$ cat src/rtl/multicycle_control_unit.sv
// ---------------------------------------------------------------------------
// multicycle_control_unit
//
// Fetch/execute sequencer and instruction decoder for the four-register
// 16-bit CPU. Owns the instruction register, the multiplier wait counter, the
// hardware stack occupancy counter and the halt state. Every decode output is
// combinational from the current state and the latched instruction.
//
// Parameters
//   MUL_LAT      multiplier latency in cycles (1..15); MLR spends MUL_LAT-1
//                cycles in WAIT before EXEC2
//   STACK_DEPTH  hardware stack entries (2..255)
//
// Ports
//   clk, reset          clock; synchronous active-high reset
//   stall               freezes all state and forces enables low
//   instr_in[15:0]      instruction memory read data, captured in FETCH
//   eq, jmr_cond        branch conditions for JEQ/JNQ and JMR
//   fe/e1/e2/wait_ph    one-hot phase indicators; halted in HALT
//   ir[15:0]            latched instruction
//   reg_we[3:0]         one-hot register write enables R0..R3
//   mux1_sel[1:0]       write-back source: 00 mem, 01 imm, 10 ALU, 11 stack
//   mux2_sel            register as memory address (LDR/STI)
//   out_sel[1:0]        register driven onto the store/jump bus
//   pcmux_sel[1:0]      PC load source: 00 imm, 01 register, 10 stack
//   pc_sload, pc_cnten, instr_rden, data_wren, carry_en, push_en, pop_en
//   stack_full, stack_empty
// ---------------------------------------------------------------------------
module multicycle_control_unit #(
  parameter int MUL_LAT     = 1,
  parameter int STACK_DEPTH = 8
) (
  input  logic        clk,
  input  logic        reset,
  input  logic        stall,
  input  logic [15:0] instr_in,
  input  logic        eq,
  input  logic        jmr_cond,
  output logic        fe,
  output logic        e1,
  output logic        e2,
  output logic        wait_ph,
  output logic        halted,
  output logic [15:0] ir,
  output logic [3:0]  reg_we,
  output logic [1:0]  mux1_sel,
  output logic        mux2_sel,
  output logic [1:0]  out_sel,
  output logic [1:0]  pcmux_sel,
  output logic        pc_sload,
  output logic        pc_cnten,
  output logic        instr_rden,
  output logic        data_wren,
  output logic        carry_en,
  output logic        push_en,
  output logic        pop_en,
  output logic        stack_full,
  output logic        stack_empty
);

  localparam int              SP_W      = $clog2(STACK_DEPTH + 1);
  localparam logic [SP_W-1:0] SP_FULL   = SP_W'(STACK_DEPTH);
  localparam logic [SP_W-1:0] SP_ONE    = SP_W'(1);
  localparam bit              HAS_WAIT  = (MUL_LAT > 1);
  // Last value of the wait counter before moving on to EXEC2.
  localparam logic [3:0]      WAIT_LAST = 4'((MUL_LAT > 1) ? MUL_LAT - 2 : 0);

  typedef enum logic [2:0] {
    S_FETCH,
    S_EXEC1,
    S_WAIT,
    S_EXEC2,
    S_HALT
  } state_t;

  state_t          state, state_nxt;
  logic [SP_W-1:0] sp_cnt;
  logic [3:0]      wait_cnt;

  // ---------------------------------------------------------------- decode
  logic [4:0] op;
  logic op_stp, op_adr, op_adm, op_adi, op_sbr, op_sbm, op_sbi, op_mlr;
  logic op_xsl, op_xsr, op_bbo, op_push, op_pop, op_ldr, op_sti;
  logic op_ldi, op_sta, op_lda, op_jmr, op_jmp, op_jeq, op_jnq;
  logic pop_pc, pop_reg, alu_e1, mem_e2;
  logic [1:0] dest;

  assign op      = ir[15:11];
  assign op_stp  = (op == 5'b00000);
  assign op_adr  = (op == 5'b00001);
  assign op_adm  = (op[4:1] == 4'b0001);
  assign op_adi  = (op == 5'b00100);
  assign op_sbr  = (op == 5'b00101);
  assign op_sbm  = (op[4:1] == 4'b0011);
  assign op_sbi  = (op == 5'b01000);
  assign op_mlr  = (op == 5'b01001);
  assign op_xsl  = (op == 5'b01010);
  assign op_xsr  = (op == 5'b01011);
  assign op_bbo  = (op == 5'b01100);
  assign op_push = (op == 5'b01101) & ~ir[10];
  assign op_pop  = (op == 5'b01101) &  ir[10];
  assign op_ldr  = (op == 5'b01110);
  assign op_sti  = (op == 5'b01111);
  assign op_ldi  = (op[4:2] == 3'b100);
  assign op_sta  = (op[4:2] == 3'b101);
  assign op_lda  = (op[4:2] == 3'b110);
  assign op_jmr  = (op == 5'b11100);
  assign op_jmp  = (op == 5'b11101);
  assign op_jeq  = (op == 5'b11110);
  assign op_jnq  = (op == 5'b11111);

  assign pop_pc  = op_pop & (ir[9:7] == 3'b100);
  assign pop_reg = op_pop & ~ir[9];
  // ALU results written back at the end of EXEC1.
  assign alu_e1  = op_adi | op_sbi | op_adr | op_sbr | op_xsl | op_xsr | op_bbo;
  // Ops that need a second execute cycle (memory read or memory operand).
  assign mem_e2  = op_lda | op_ldr | op_adm | op_sbm;

  always_comb begin
    // NOTE: every always_comb output gets a default first so that no path
    // leaves it unassigned, which would otherwise infer a latch.
    dest = 2'b00;
    if (op_adr | op_sbr | op_bbo | op_xsl | op_xsr | op_mlr) dest = ir[3:2];
    else if (op_adi | op_sbi | op_ldr)                       dest = ir[10:9];
    else if (op_ldi | op_lda)                                dest = ir[12:11];
    else if (op_adm | op_sbm)                                dest = {1'b0, ir[11]};
    else if (pop_reg)                                        dest = ir[8:7];
  end

  // ---------------------------------------------------------- state register
  always_ff @(posedge clk) begin
    // NOTE: sequential state uses non-blocking assignments so every register
    // samples its inputs from before the edge, independent of block order.
    if (reset)       state <= S_FETCH;
    else if (!stall) state <= state_nxt;
  end

  // IR, stack occupancy and wait counter share the freeze-on-stall rule.
  always_ff @(posedge clk) begin
    if (reset) begin
      ir       <= '0;
      sp_cnt   <= '0;
      wait_cnt <= '0;
    end else if (!stall) begin
      if (state == S_FETCH) ir <= instr_in;
      if (state == S_WAIT)
        wait_cnt <= (wait_cnt == WAIT_LAST) ? 4'd0 : wait_cnt + 4'd1;
      if (push_en)     sp_cnt <= sp_cnt + SP_ONE;
      else if (pop_en) sp_cnt <= sp_cnt - SP_ONE;
    end
  end

  // -------------------------------------------------------------- next state
  always_comb begin
    state_nxt = state;
    case (state)
      S_FETCH: state_nxt = S_EXEC1;
      S_EXEC1: begin
        if (op_stp)      state_nxt = S_HALT;
        else if (op_mlr) state_nxt = HAS_WAIT ? S_WAIT : S_EXEC2;
        else if (mem_e2) state_nxt = S_EXEC2;
        else             state_nxt = S_FETCH;
      end
      S_WAIT:  if (wait_cnt == WAIT_LAST) state_nxt = S_EXEC2;
      S_EXEC2: state_nxt = S_FETCH;
      S_HALT:  state_nxt = S_HALT;
      default: state_nxt = S_FETCH;
    endcase
  end

  // ----------------------------------------------------------------- outputs
  logic in_fe, in_e1, in_e2, live;

  assign in_fe       = (state == S_FETCH);
  assign in_e1       = (state == S_EXEC1);
  assign in_e2       = (state == S_EXEC2);
  assign live        = ~stall;

  assign fe          = in_fe;
  assign e1          = in_e1;
  assign e2          = in_e2;
  assign wait_ph     = (state == S_WAIT);
  assign halted      = (state == S_HALT);
  assign stack_full  = (sp_cnt == SP_FULL);
  assign stack_empty = (sp_cnt == '0);

  always_comb begin
    reg_we     = 4'b0000;
    mux1_sel   = 2'b00;
    mux2_sel   = 1'b0;
    out_sel    = 2'b00;
    pcmux_sel  = 2'b00;
    pc_sload   = 1'b0;
    pc_cnten   = 1'b0;
    data_wren  = 1'b0;
    carry_en   = 1'b0;
    push_en    = 1'b0;
    pop_en     = 1'b0;

    if (op_sta)      out_sel = ir[12:11];
    else if (op_sti) out_sel = ir[10:9];
    else if (op_jmr) out_sel = ir[1:0];

    if (in_e1) begin
      if (op_ldi)                          mux1_sel = 2'b01;
      else if (alu_e1)                     mux1_sel = 2'b10;
      else if (pop_reg & ~stack_empty)     mux1_sel = 2'b11;
      mux2_sel = op_ldr | op_sti;
      if (op_jmr)                          pcmux_sel = 2'b01;
      else if (pop_pc & ~stack_empty)      pcmux_sel = 2'b10;
    end else if (in_e2) begin
      if (op_adm | op_sbm | op_mlr)        mux1_sel = 2'b10;
    end

    if (live) begin
      if ((in_e1 & (alu_e1 | op_ldi | (pop_reg & ~stack_empty))) |
          (in_e2 & (mem_e2 | op_mlr)))
        reg_we = 4'b0001 << dest;

      pc_cnten = in_fe | in_e2 | (in_e1 & ~op_stp & ~mem_e2 & ~op_mlr);

      if (in_e1) begin
        pc_sload  = op_jmp | (op_jeq & eq) | (op_jnq & ~eq) |
                    (op_jmr & jmr_cond) | (pop_pc & ~stack_empty);
        data_wren = op_sta | op_sti;
        carry_en  = ((op_adr | op_sbr | op_xsl | op_xsr) & ir[10]) | op_adi | op_sbi;
        push_en   = op_push & ~stack_full;
        pop_en    = op_pop & ~stack_empty;
      end else if (in_e2) begin
        carry_en  = op_adm | op_sbm | (op_mlr & ir[10]);
      end
    end
  end

  assign instr_rden = pc_cnten;

endmodule

$ cat config.mk
export PLATFORM = sky130hd
export DESIGN_NAME = multicycle_control_unit
export DESIGN_NICKNAME = d
export VERILOG_FILES = /design/src/rtl/multicycle_control_unit.sv
export SDC_FILE = /design/constraint.sdc
export NUM_CORES = 1
export LEC_CHECK = 0
export BUFFER_PORTS_ARGS = -buffer_cell sky130_fd_sc_hd__buf_2
export CORE_UTILIZATION = 47
export DETAILED_ROUTE_END_ITERATION = 12
export PLACE_DENSITY = 0.86
export SETUP_SLACK_MARGIN = 0.2
export SYNTH_ARGS = -nofsm -noshare
export SYNTH_HDL_FRONTEND = slang
export SYNTH_SLANG_ARGS = --single-unit
$ cat constraint.sdc
create_clock -name clk -period 3 [get_ports clk]
set_input_delay 0.9 -clock clk [delete_from_list [all_inputs] [get_ports clk]]
set_output_delay 0.9 -clock clk [all_outputs]
set_load 0.03 [all_outputs]
==> run metrics, run 1 <==
register-to-register setup slack 0.38 ns; Synth Warn # 0; CTS Buf Count 3; area of the mapped netlist 0.00210 sq mm; synthesized flop and latch total 27; maximum vdd ir drop 264 uV; Initial Utilization 50.7%; Hold Path Class flip-flop to flip-flop; final worst-path cycle share 101%; Slew HR 62.8%; violated checks setup timing; Worst-path clk slew 0.09 ns; NumNets Final 396; CTS Sinks 27; Die ar. 0.00474 sq mm; status complete, but fails checks; metal2 WL 3160 microns; final hold viol count 0; GR Util All Layers 27.6%; Multi-input gate area 0.00162 sq mm; gr ovfl total 0; Root Driver clkbuf_8; CP endpoint reg_we[2]; max-slew violations 0; setup ws final -0.0363 ns; Port Buffer Count 61; Post-synth EDFFs 0; clk buf depth 2; worst-margin pin slew 0.558 ns; IO Pins 62; detailed-route DRC error count 0; number of fill cells 295; Syn Area/Cell 7.32 sq um; global-route wire length before repair 9920 microns; critical path data arrival time 2.14 ns; Post-Syn Instances 287; number of global-route vias before repair 2171; Cell Pwr Density 336 mW/mm^2; adder-cell share of the synthesized area 3.33%; syn_nets 313; Core ar. 0.00414 sq mm; ys async rst share 0%; drt total wl 6710 microns; RSZ-0062 raised after global routing true; Area Overhead vs Synth 43.9%; post-synth cell types 60; Worst Setup End Kind primary output; CP Launch Point stall; hold buffers post-CTS 0; Initial DRT Pass Iterations 5; Sequential Area 558 sq um; max incr delay on CP 0.22 ns; register area share after synthesis 25.7%; post-detail-place hpwl 4570 microns; Critical R2R Capture sp_cnt[3]; H-tree levels 1; total number of vias 2524; Die W 68.9 microns; hold_ws 0.465 ns; Critical Path Fanout Max 3; Crit path required time 2.10 ns; Synth Area in Compound Gates 24.0%; Setup violations, final 5; fmax 329 MHz; Top Layer Used met4; Reg-to-Reg Start ir[13]; share of cells above drive strength 1 41.5%; max_cap viols 0; Met3 Wirelength 501 microns; multiplexer share of the synthesized area 1.01%; initial antenna violation count 0; crit start category primary input; kind of critical path primary input to primary output; clk_skew 0.00333 ns; antenna viol nets, final 0; routed length per instance 16.0 microns; R2R cell count 12; Clock Latency Late Sink 0.27 ns; largest net degree at the start of global routing 29; routability cong. 0.962; crit-path cells buf_8 > nor2_1 > nand3_1 > a21oi_1 > buf_4 > o311ai_4 > nor2_4 > buf_6; Power Total 0.00102 W; drt initial violations 234; WHS Path Cells 2; min Tclk post-route 3.04 ns; row count 23; antenna cells 0; Synth Area in Simple Gates 35.6%; Post-synth top flop dfxtp_1; Die Span Y 68.9 microns; number of vias per cell 6.02; CTS tree yes; largest family of logic cells by synthesized area simple AND/OR/NAND/NOR gates; leakage power 1.30 nW; M1 WL 2850 microns; most frequent cells in the layout 48 x nand2_1, 48 x buf_2, 42 x buf_4; post-synthesis xor/xnor area fraction 2.08%; CP max-delay cell nor2_1
-- metal layers --
metal	up-vias	GRT usage [%]
met1	1162	36.3
met5	-	0
met2	153	45.8
li1	1186	-
met3	23	2.14
met4	0	12.2
-- metrics by stage --
stage | std cells | TNS [ns] | instance area (sq um) | setup slack (ns) | utilization (%)
finish | 419 | -0.163 | 3020 | -0.0363 | 73.0
global route | 419 | -0.393 | 3020 | -0.0872 | 73.0
CTS | 417 | 0 | 2910 | 0.0251 | 70.2
detailed placement | 405 | -0.505 | 2690 | -0.129 | 64.9
global placement | 405 | -0.291 | 2690 | -0.0874 | 64.9
floorplan | 287 | 0 | 2230 | 0.0313 | -
-- state kept, by name, indices dropped and copies added (netlist names) --
name and cells:
state 3, sp_cnt 4, wait_cnt 4, ir 16
-- synthesized netlist by cell type (all sizes together), types with 3 or more instances --
cell	count	share of area, %
a211oi	6	2.1
a21o	3	1.1
a21oi	29	7.1
a22o	3	1.3
a31oi	6	1.8
and2	5	1.5
and3b	4	1.7
buf	21	6.3
clkbuf	3	0.54
dfxtp	27	26
ha	4	2.4
inv	8	1.4
nand2	50	8.9
nand2b	4	1.2
nand3	6	1.4
nand4	3	0.89
nor2	23	4.1
nor2b	11	3.3
nor3	8	1.9
nor3b	6	2.4
nor4	6	2.8
o21ai	10	2.4
o22ai	3	0.89
o32ai	3	1.6
xnor2	3	1.3
-- repair_timing --
item / in CTS / in global routing
resized for setup: 36 / 26
gates cloned: 0 / 0
setup buffers: 8 / 2
pin swaps: 12 / 13
setup endpoints to repair: 15 / 14
-- critical path, delay by kind of cell --
| kind | cells | cell delay (ns) |
|---|---|---|
| AO/OA/AOI/OAI | 2 | 0.30 |
| buffers and inverters | 3 | 0.40 |
| AND/OR/NAND/NOR | 3 | 0.52 |
-- how the worst min path moves through the flow --
stage                  endpoint         from  slack [ns]
global route              ir[6]        ir[6]        0.48
CTS                       ir[6]        ir[6]        0.47
detailed placement        ir[6]        ir[6]        0.45
floorplan           wait_cnt[2]  wait_cnt[2]        0.47
global placement          ir[6]        ir[6]        0.44
finish                    ir[6]        ir[6]        0.46
-- where the power goes --
part           switching (W)  internal, W
clock               0.000114    0.0000951
combinational       0.000234     0.000160
sequential         0.0000348     0.000378
-- area by class of cell --
cell class	instances	area share, %
multi-input cells	228	53.7
repair buffers	102	23.1
flip-flops and latches	27	18.5
well taps	50	2.07
clock buffers	4	1.49
inverters	8	1.16
-- cell families (layout without fill, tap and decap cells) --
group	Yosys count	count (layout)
adder cells (fa/ha/maj)	5	5
AO/OA/AOI/OAI	77	77
buffers and inverters	32	114
flip-flops	27	27
AND/OR/NAND/NOR	139	139
multiplexers	2	2
XOR/XNOR	5	5
Power figures use the tool's default switching activity.
==> inputs of run 2 (changes only) <==
--- a/config.mk
+++ b/config.mk
@@ -5,7 +5,7 @@
 export SDC_FILE = /design/constraint.sdc
 export NUM_CORES = 1
 export LEC_CHECK = 0
-export BUFFER_PORTS_ARGS = -buffer_cell sky130_fd_sc_hd__buf_2
+export BUFFER_PORTS_ARGS = -buffer_cell sky130_fd_sc_hd__buf_4
 export CORE_UTILIZATION = 47
 export DETAILED_ROUTE_END_ITERATION = 12
 export PLACE_DENSITY = 0.86
==> run 2 against run 1 <==
Compared with the run above: the flow still finishes with violations (setup timing); power up 4.5%; worst setup slack better by 0.0072 ns; sequential share of layout area fell by 0.80 points; first-iteration DRC count up 24%; critical endpoint is now reg_we[1]; highest routed layer unchanged.
==> run metrics, run 2 (synthesis gave the netlist of run 1 again) <==
routability cong. 0.899 (-6.5%); CTS Buf Count 3 (unchanged); setup_tns -0.0891 ns (+0.0744 ns); Met3 Wirelength 496 microns (-1.0%); R2R cell count 10 (-2); leakage power 1.31 nW (+0.10%); largest net degree at the start of global routing 29 (unchanged); NumNets Final 393 (-0.76%); Initial Utilization 50.7% (unchanged); global-route wire length before repair 10700 microns (+7.9%); total number of vias 2501 (-0.91%); drt total wl 7090 microns (+5.6%); Critical Path Fanout Max 11 (+8); Worst Setup End Kind primary output; crit start category flip-flop; Core ar. 0.00414 sq mm (unchanged); Clock Latency Late Sink 0.28 ns (about the same); share of cells above drive strength 1 42.3% (+0.89 points); min Tclk post-route 3.03 ns (-0.00718 ns); most common cell after layout, fill and taps aside buf_4; Final Instance Area 0.00315 sq mm (+4.1%); IO Pins 62 (unchanged); worst-margin pin slew 0.528 ns (-0.0295 ns); M1 WL 2960 microns (+4.0%); Setup violations, final 4 (-1); final hold viol count 0 (unchanged); number of vias per cell 6.01 (-0.20%); final worst-path cycle share 101% (-0.24 points); max_cap viols 0 (unchanged); detailed-route DRC error count 0 (unchanged); Die ar. 0.00474 sq mm (unchanged); antenna viol nets, final 0 (unchanged); antenna cells 0 (unchanged); Cell Pwr Density 337 mW/mm^2 (+0.44%); post-detail-place hpwl 5000 microns (+9.3%); Port Buffer Count 61 (unchanged); Most flops, register ir; Hold Path Class flip-flop to flip-flop; Slew HR 64.7% (+1.9 points); initial antenna violation count 0 (unchanged); Worst-path clk slew 0.10 ns (about the same); max-slew violations 0 (unchanged); CP Launch Point ir[14]; status complete, but fails checks; clk buf depth 2 (unchanged); metal2 WL 3420 microns (+8.4%); Crit path required time 2.10 ns (about the same); drt initial violations 289 (+24%); most frequent cells in the layout 86 x buf_4, 47 x nand2_1, 26 x a21oi_1; Critical R2R Capture sp_cnt[3]; fmax 330 MHz (+0.24%); CTS Sinks 27 (unchanged); H-tree levels 1 (unchanged); CP endpoint reg_we[1]; maximum vdd ir drop 240 uV (-9.1%); CTS tree yes; routed length per instance 17.0 microns (+6.3%); setup ws final -0.0291 ns (+0.00718 ns); kind of critical path flip-flop to primary output; number of flip-flops in the largest register 16 (unchanged); row count 23 (unchanged); register-to-register setup slack 0.47 ns (+0.09 ns); number of fill cells 300 (+1.7%); RSZ-0062 raised after global routing true; gr ovfl total 0 (unchanged); Power Total 0.00106 W (+4.5%); GR Util All Layers 30.1% (+2.5 points); fin util 75.9% (+3.0 points); critical path data arrival time 2.13 ns (about the same); Area after DPL 0.00284 sq mm (+5.7%); violated checks setup timing; Area Overhead vs Synth 49.7%; Root Driver clkbuf_8; Top Layer Used met4; number of global-route vias before repair 2283 (+5.2%); clk_skew 0.00755 ns (+0.00421 ns); Reg-to-Reg Start state[0]; Die W 68.9 microns (unchanged); Initial DRT Pass Iterations 6 (+1); biggest regs ir (16), sp_cnt (4), wait_cnt (4); Die Span Y 68.9 microns (unchanged)
## run 2: changes by cell type in the layout (fill, tap and decap cells not counted), sizes merged
cell / before / now
buf: 101 / 99
clkinvlp: 0 / 1
clkbuf: 5 / 3
## run 2: timing repair
action                                  in CTS  in global routing
endpoints found under the setup margin      12                 16
pin swaps                                   12                 12
endpoints found under the hold margin        0                  0
hold buffers                                 0                  0
gates resized for setup                     29                 23
setup buffers                                6                  1
## run 2: cell type report
class                      instances  area, sq um  share of cell area, %
multi-input combinational        228         1640                   52.1
tap                               50         62.6                   1.99
sequential                        27          556                   17.7
timing repair buffer              99          805                   25.6
clock inverter                     1         7.51                  0.239
clock buffer                       3         41.3                   1.31
inverter                           8         35.0                   1.11
## run 2: how the worst min path moves through the flow
stage                 from           to  slack (ns)  cells past startpoint
2_1_floorplan  wait_cnt[2]  wait_cnt[2]        0.47                      2
3_3_place_gp         ir[6]        ir[6]        0.45                      2
3_5_place_dp         ir[5]        ir[5]        0.45                      2
4_1_cts              ir[5]        ir[5]        0.47                      2
5_1_grt              ir[5]        ir[5]        0.49                      2
6_report             ir[5]        ir[5]        0.46                      2
## run 2: per-layer routing
layer	vias up	GRT usage, %
met5	-	0
met4	0	9.95
met3	25	1.97
met2	125	53.2
met1	1175	38.4
li1	1176	-
## run 2: where the power goes
group | total, W | switching (W) | internal, W | leakage (nW)
sequential | 0.000415 | 0.0000365 | 0.000378 | 0.224
clock | 0.000221 | 0.000127 | 0.0000947 | 0.0217
combinational | 0.000425 | 0.000243 | 0.000182 | 1.06
## run 2: metrics by stage
step	hold slack [ns]	instances	setup slack [ns]
after floorplan	0.470	287	0.0313
after global placement	0.446	405	-0.0557
after detailed placement	0.451	405	-0.0869
after CTS	0.466	415	0.00650
after global routing	0.493	416	-0.0893
final	0.464	416	-0.0291
## run 2: worst max-delay path, cell delays in order, from the launching register on
cell and delay (ns):
dfxtp_2 0.40, buf_4 0.18, a22o_1 0.22, a211oi_1 0.31, o21ai_1 0.20, a22o_4 0.29
nor2_4 0.11, buf_6 0.13
